===== src/rtl/count_sequencer.sv =====
// Run controller for a WIDTH-bit up/down count between 0 and a latched limit, with prescaled step and done pulse.
// Optional COUNT_SEQ_AUTORELOAD_EN: terminal count pulses done and keeps running, reloading the start value on the next step.
module count_sequencer #(
  parameter int WIDTH      = 16,
  parameter int PRESCALE_W = 8
) (
  input  logic                  clk,
  input  logic                  rst_n,
  input  logic                  start_i,
  input  logic                  stop_i,
  input  logic                  clear_i,
  input  logic                  dir_i,
  input  logic [WIDTH-1:0]      limit_i,
  input  logic [PRESCALE_W-1:0] prescale_i,
  output logic [WIDTH-1:0]      count_o,
  output logic                  tick_o,
  output logic                  busy_o,
  output logic                  done_o,
  output logic [1:0]            state_o
);

  typedef enum logic [1:0] {
    IDLE  = 2'b00,
    RUN   = 2'b01,
    PAUSE = 2'b10,
    DONE  = 2'b11
  } state_t;

  state_t                state_q, state_d;
  logic [WIDTH-1:0]      count_q, count_d;
  logic [PRESCALE_W-1:0] presc_q, presc_d;
  logic [PRESCALE_W-1:0] prescale_q, prescale_d;
  logic [WIDTH-1:0]      limit_q, limit_d;
  logic                  dir_q, dir_d;
  logic                  done_q, done_d;
  logic                  stepEn;

  logic [WIDTH-1:0] stepVal;
  logic [WIDTH-1:0] terminalVal;
  logic [WIDTH-1:0] startVal;

  assign stepVal     = dir_q ? (count_q - 1'b1) : (count_q + 1'b1);
  assign terminalVal = dir_q ? '0 : limit_q;
  assign startVal    = dir_q ? limit_q : '0;

  always_ff @(posedge clk or negedge rst_n) begin
    if (!rst_n) begin
      state_q    <= IDLE;
      count_q    <= '0;
      presc_q    <= '0;
      prescale_q <= '0;
      limit_q    <= '0;
      dir_q      <= 1'b0;
      done_q     <= 1'b0;
    end else begin
      state_q    <= state_d;
      count_q    <= count_d;
      presc_q    <= presc_d;
      prescale_q <= prescale_d;
      limit_q    <= limit_d;
      dir_q      <= dir_d;
      done_q     <= done_d;
    end
  end

  always_comb begin
    state_d    = state_q;
    count_d    = count_q;
    presc_d    = presc_q;
    prescale_d = prescale_q;
    limit_d    = limit_q;
    dir_d      = dir_q;
    done_d     = 1'b0;
    if (clear_i) begin
      state_d = IDLE;
      count_d = '0;
      presc_d = '0;
    end else begin
      case (state_q)
        IDLE, DONE: begin
          if (start_i) begin
            dir_d      = dir_i;
            limit_d    = limit_i;
            prescale_d = prescale_i;
            presc_d    = '0;
            count_d    = dir_i ? limit_i : '0;
            state_d    = RUN;
            // A zero limit is already terminal: finish at once unless auto-reloading.
            if (limit_i == '0) begin
              count_d = '0;
`ifndef COUNT_SEQ_AUTORELOAD_EN
              state_d = DONE;
              done_d  = 1'b1;
`endif
            end
          end
        end
        RUN: begin
          if (stop_i) begin
            state_d = PAUSE;
          end else begin
            presc_d = (presc_q == prescale_q) ? '0 : presc_q + 1'b1;
            if (stepEn) begin
`ifdef COUNT_SEQ_AUTORELOAD_EN
              count_d = (count_q == terminalVal) ? startVal : stepVal;
`else
              count_d = stepVal;
`endif
              if (count_d == terminalVal) begin
                done_d = 1'b1;
`ifndef COUNT_SEQ_AUTORELOAD_EN
                state_d = DONE;
`endif
              end
            end
          end
        end
        PAUSE: begin
          if (start_i) state_d = RUN;
        end
        default: state_d = IDLE;
      endcase
    end
  end

  always_comb begin
    stepEn = (state_q == RUN) && (presc_q == prescale_q);
    busy_o = (state_q == RUN) || (state_q == PAUSE);
  end

  assign tick_o  = stepEn;
  assign count_o = count_q;
  assign done_o  = done_q;
  assign state_o = state_q;

endmodule

===== config.mk =====
export PLATFORM = sky130hd
export DESIGN_NAME = count_sequencer
export DESIGN_NICKNAME = d
export VERILOG_FILES = /design/src/rtl/count_sequencer.sv
export SDC_FILE = /design/constraint.sdc
export NUM_CORES = 1
export LEC_CHECK = 0
export BUFFER_PORTS_ARGS = -buffer_cell sky130_fd_sc_hd__buf_2
export CAP_MARGIN = 20
export CORE_ASPECT_RATIO = 1.1
export CORE_UTILIZATION = 40
export CTS_CLUSTER_DIAMETER = 200
export DETAILED_ROUTE_END_ITERATION = 10
export PLACE_DENSITY = 0.58
export SLEW_MARGIN = 20
export SYNTH_ARGS = -nofsm -noshare
export SYNTH_HDL_FRONTEND = slang
export SYNTH_SLANG_ARGS = --single-unit

===== constraint.sdc =====
create_clock -name clk -period 11.82 [get_ports clk]
set_input_delay 1.182 -clock clk [delete_from_list [all_inputs] [get_ports clk]]
set_output_delay 1.182 -clock clk [all_outputs]
set_load 0.005 [all_outputs]

# ---- After elaboration in Yosys (flattened, before gate mapping)
# Cells that the tools add are included.
dict set report totals {
  in_bits 30
  output_inout_bits 21
  reg_bits 52
}
dict set report classes {
  n_eq_ne 11
  n_reduce_logical 10
  n_addsub 3
  bitwise 1
  mux 29
}
# operator count
set op_table {}
lappend op_table {{$mux 16} 8}
lappend op_table {{$mux 8} 4}
lappend op_table {{$pmux 16 s2} 1}
lappend op_table {{$add 16x1->16 const B} 1}
lappend op_table {{$eq 16x16->1} 1}
lappend op_table {{$logic_not 16->1} 1}
lappend op_table {{$pmux 8 s2} 1}
lappend op_table {{$sub 16x1->16 const B} 1}
lappend op_table {{$mux 2} 7}
lappend op_table {{$ne 3x3->1 const B} 4}
lappend op_table {{$add 8x1->8 const B} 1}
lappend op_table {{$eq 8x8->1} 1}
lappend op_table {{$ne 4x4->1 const B} 2}
lappend op_table {{$reduce_and 4->1} 2}
lappend op_table {{$mux 1} 6}
lappend op_table {{$pmux 2 s3} 1}
lappend op_table {{$reduce_and 3->1} 2}
lappend op_table {{$eq 2x2->1 const B} 2}
lappend op_table {{$reduce_bool 3->1} 1}
lappend op_table {{$eq 2x1->1 const B} 1}
lappend op_table {{$logic_not 2->1} 1}
lappend op_table {{$pmux 1 s2} 1}
lappend op_table {{$reduce_or 2->1} 1}
lappend op_table {{$logic_and 1x1->1} 1}
lappend op_table {{other kinds (2)} 2}

# ---- Logic depth before layout (Yosys ltp)
dict set report depth {
  ltp_word 8
  mapped_depth 12
  mapped_depth_nobuf 11
}

# ---- Worst setup path after synthesis
# OpenSTA, ideal clock, no wires.
dict set report synth_path {
  path_kind {reg-to-reg}
  startpoint {register dir_q}
  endpoint {register state_q[0], in the netlist state_o[0]}
  arrival_ns 3.602
  n_path_buf 1
  path_slack_ns 8.124
  setup_ns 0.094
  stages_incl_launch_ff 13
  cell_sequence {dfrtp_1 clkinv_1 fa_1 nand2b_1 a211o_1 and2_4 buf_6 o31a_1 xnor3_1 o21bai_1 a2111oi_4 a211oi_1 a221oi_2}
}
dict set report synth_via {
  elab_chain_len 4
  word_cells_on_any_way 5
  classes_between {eq/ne (2); mux (2); reduce/logical (1)}
}
# element line_no
set synth_rtl {}
lappend synth_rtl {{from (decl)} 34} ;# logic dir_q, dir_d;
lappend synth_rtl {{from (signal assigned)} 61} ;# dir_q <= dir_d;
lappend synth_rtl {{$mux 16 (on tied branches)} {42, 43}}
lappend synth_rtl {{$eq 16x16->1 *} 109} ;# if (count_d == terminalVal) begin
lappend synth_rtl {{$ne 4x4->1 (no line) *} -}
lappend synth_rtl {{$reduce_and 4->1 (no line) *} -}
lappend synth_rtl {{to (signal assigned)} 56} ;# state_q <= state_d;
lappend synth_rtl {{to (decl)} 29} ;# state_t state_q, state_d;
# Mark *: on every way between the ends. The rest lies on a longest branch, timed or not.
# A chain may end at the register's enable or synchronous reset.

# ---- Worst setup path after layout
# Same ends and word-level chain as after synthesis.

==> reports/metrics.yaml <==
grt_max_degree: 53
grt_pass1_vias: 3264
drt_iter0_drc: 164
drc: 0
cts_tree: "yes"
tightest_slew_ns: 0.8082
fin_skew_ns: 0.007078
ys.warnings.count: 0
rows: 37
place.gp.congestion: 0.8447
synth_nets: 468
combPwrFrac_pct: 68.5
grt-ovfl-total: 0
clk_pin_slew_ns: 0.11
areaGrowthSynthToFinish_pct: 11.11
final_core_util_pct: 45.73
synth_ff_type: "dfrtp_1"
fin_crit_ns: 3.607
ys_types: 60
viasPerCell: 5.711
cts_sinks: 52
h-tree-depth: 2
report.final.slew_viol_count: 0
switching_share_pct: 48.24
cts_buffer_depth: 2
setup_viol: 0
pin_count: 51
fin_crit_sh_pct: 30.52
wl_um: 9896
leakagePower_nw: 1.903
hold_class: "register to register"
design.die.area_um2: 9970
finalHoldViolations: 0
wl_per_cell_um: 17.15
antenna_cells: 0
synth_compound_area_share_pct: 19.96
start_util_pct: 41.16
dieHeight_um: 104.6
root_buffer: "clkbuf_8"
ant_nets: 0
synth_edf_count: 0
fillers: 926
holdWs_ns: 0.5123
ys_seq_area_share_pct: 33.98
cts-buffers-inserted: 5
p_sw_mw: 0.6539
p_int_mw: 0.7015
clock_latency_ns: 0.32
outcome: "finished, final reports clean"
arrival_ns: 3.85
syn_avg_cell_area_um2: 9.119
max-slew-margin-rel_pct: 45.92
synthTopCellsByArea: "dfrtp_1 (34%), mux2_2 (7.4%), ha_1 (5.6%)"
final_cell_area_um2: 4255
sequentialPowerShare_pct: 23.2
setup.worst_path.class: "register to register"
antenna_found_initial: 0
placed_area_um2: 4159
holdBufCountCts: 0
cp-start-kind: "register"
clkPwrFrac_pct: 8.4
finalSetupTns_ns: 0
ys_top_cells_by_count: "dfrtp_1 (52), nand2_1 (52), nor2_1 (31), o21ai_0 (28), mux2_2 (25)"
crit_path_end_kind: "register"
timing.fmax_mhz: 277.2
coreArea_um2: 9305
cp.required_ns: 12.06
grt_use_total_pct: 21.18
num-nets-final: 507
syn_inst: 420
drt_pass1_iterations: 4
powerDensity_nw_per_um2: 318.5
grt_pass1_wl_um: 16290
synth_top_area_share_pct: 33.98
post_cts_resized: 0
port_buffers: 50
muxShareOfSynthArea_pct: 8.135
dp_hpwl_um: 7348
yosysTopAreaCell: "dfrtp_1"
rsz0062_at_grt: "no"
worstPathMaxFanout: 8
num_vias: 3295
async_flop_share_pct: 100.0
synthXorXnorAreaFrac_pct: 8.298
ys_ff_latch: 52
dieWidth_um: 95.30
ir_worst_vdd_v: 0.0001130
post_cts_buffers: 0
drive_above_1_share_pct: 22.39
synth_fa_ha_area_share_pct: 6.076
max_cap_viol_count: 0
p_total_mw: 1.355
synth_simple_gate_area_share_pct: 19.63
synth_top_family_by_area: "compound AO/OA/AOI/OAI gates"
netlist_area_um2: 3830
==> cell families after synthesis <==
| family | count (synthesis) |
|---|---|
| AO/OA/AOI/OAI | 107 |
| XOR/XNOR | 30 |
| multiplexers | 28 |
| AND/OR/NAND/NOR | 150 |
| adder cells (fa/ha/maj) | 18 |
| buffers and inverters | 35 |
| flip-flops | 52 |
==> final cells by class <==
type | count | area (um2) | area share [%]
clock buffer | 5 | 68.82 | 1.617
timing repair buffer | 55 | 287.8 | 6.763
multi-input combinational | 333 | 2379 | 55.90
sequential | 52 | 1301 | 30.58
tap | 117 | 146.4 | 3.440
inverter | 12 | 45.04 | 1.059
clock inverter | 3 | 27.53 | 0.6469
==> per-stage QoR <==
step,cells,setup slack [ns]
after floorplan,420,8.124
after global placement,569,8.337
after detailed placement,569,8.272
after CTS,577,8.233
after global routing,577,7.969
final,577,8.213
==> registers in the layout (all words and copies together) (netlist names) <==
| register | count |
|---|---|
| count_o | 16 |
| limit_q | 16 |
| presc_q | 8 |
| prescale_q | 8 |
| state_o | 2 |
| dir_q | 1 |
| done_o | 1 |
==> worst max-delay path: stages (launching register included) <==
cell and delay, ns:
dfrtp_1 0.37, clkinv_1 0.22, fa_1 0.47, nand2b_1 0.20
a211o_1 0.37, a2111oi_4 0.40, nor4_2 0.10, o31ai_1 0.22
or3b_4 0.42, a2111oi_4 0.42, a211oi_1 0.15, a221oi_2 0.17
==> layer usage <==
| layer | track usage (%) | part of all wire, % | vias to the layer above |
|---|---|---|---|
| met4 | 6.710 | 1.6 | 0 |
| met2 | 35.51 | 50 | 64 |
| met5 | 0 | 0 | - |
| li1 | - | - | 1596 |
| met1 | 27.68 | 45 | 1627 |
| met3 | 2.984 | 3.2 | 8 |
==> power groups by stage <==
stage / sequential (mW) / combinational [mW] / clock [mW]
floorplan: 0.311 / 0.725 / 0
global placement: 0.317 / 0.912 / 0
detailed placement: 0.319 / 0.925 / 0
CTS: 0.315 / 0.931 / 0.118
global route: 0.326 / 1.03 / 0.124
finish: 0.314 / 0.928 / 0.113
==> path summary, 6_finish.rpt <==
| kind | start | endpoint | slack [ns] | cells after the start |
|---|---|---|---|---|
| max | dir_q$_DFFE_PN0P_ | state_o[0]$_DFFE_PN0P_ | 8.21 | 11 |
| min | limit_q[13]$_DFFE_PN0P_ | limit_q[13]$_DFFE_PN0P_ | 0.51 | 1 |
| max reg2reg | dir_q$_DFFE_PN0P_ | state_o[0]$_DFFE_PN0P_ | 8.21 | 11 |
| min reg2reg | limit_q[13]$_DFFE_PN0P_ | limit_q[13]$_DFFE_PN0P_ | 0.51 | 1 |
| max in group asynchronous | rst_n | count_o[1]$_DFFE_PN0P_ | 10.38 | 2 |
| min in group asynchronous | rst_n | prescale_q[7]$_DFFE_PN0P_ | 0.98 | 2 |
==> cells in the final DEF (no fill, tap or decap), drive strengths merged, types with 3 or more instances in the layout <==
| cell type | instances |
|---|---|
| inv | 12 |
| nor3 | 3 |
| a22o | 11 |
| dfrtp | 52 |
| or2 | 4 |
| mux2 | 25 |
| a31oi | 7 |
| nor2 | 31 |
| xnor2 | 18 |
| and3 | 5 |
| o21ai | 30 |
| ha | 17 |
| and2 | 3 |
| nand4 | 9 |
| o21a | 5 |
| a21oi | 20 |
| nand2b | 8 |
| nor4 | 11 |
| nand3 | 11 |
| a21o | 4 |
| xor2 | 8 |
| o31ai | 8 |
| a211oi | 4 |
| clkbuf | 5 |
| nor2b | 7 |
| buf | 55 |
| mux2i | 3 |
| nand2 | 52 |
| xnor3 | 4 |
No activity file was read; power rests on OpenSTA's default activity.
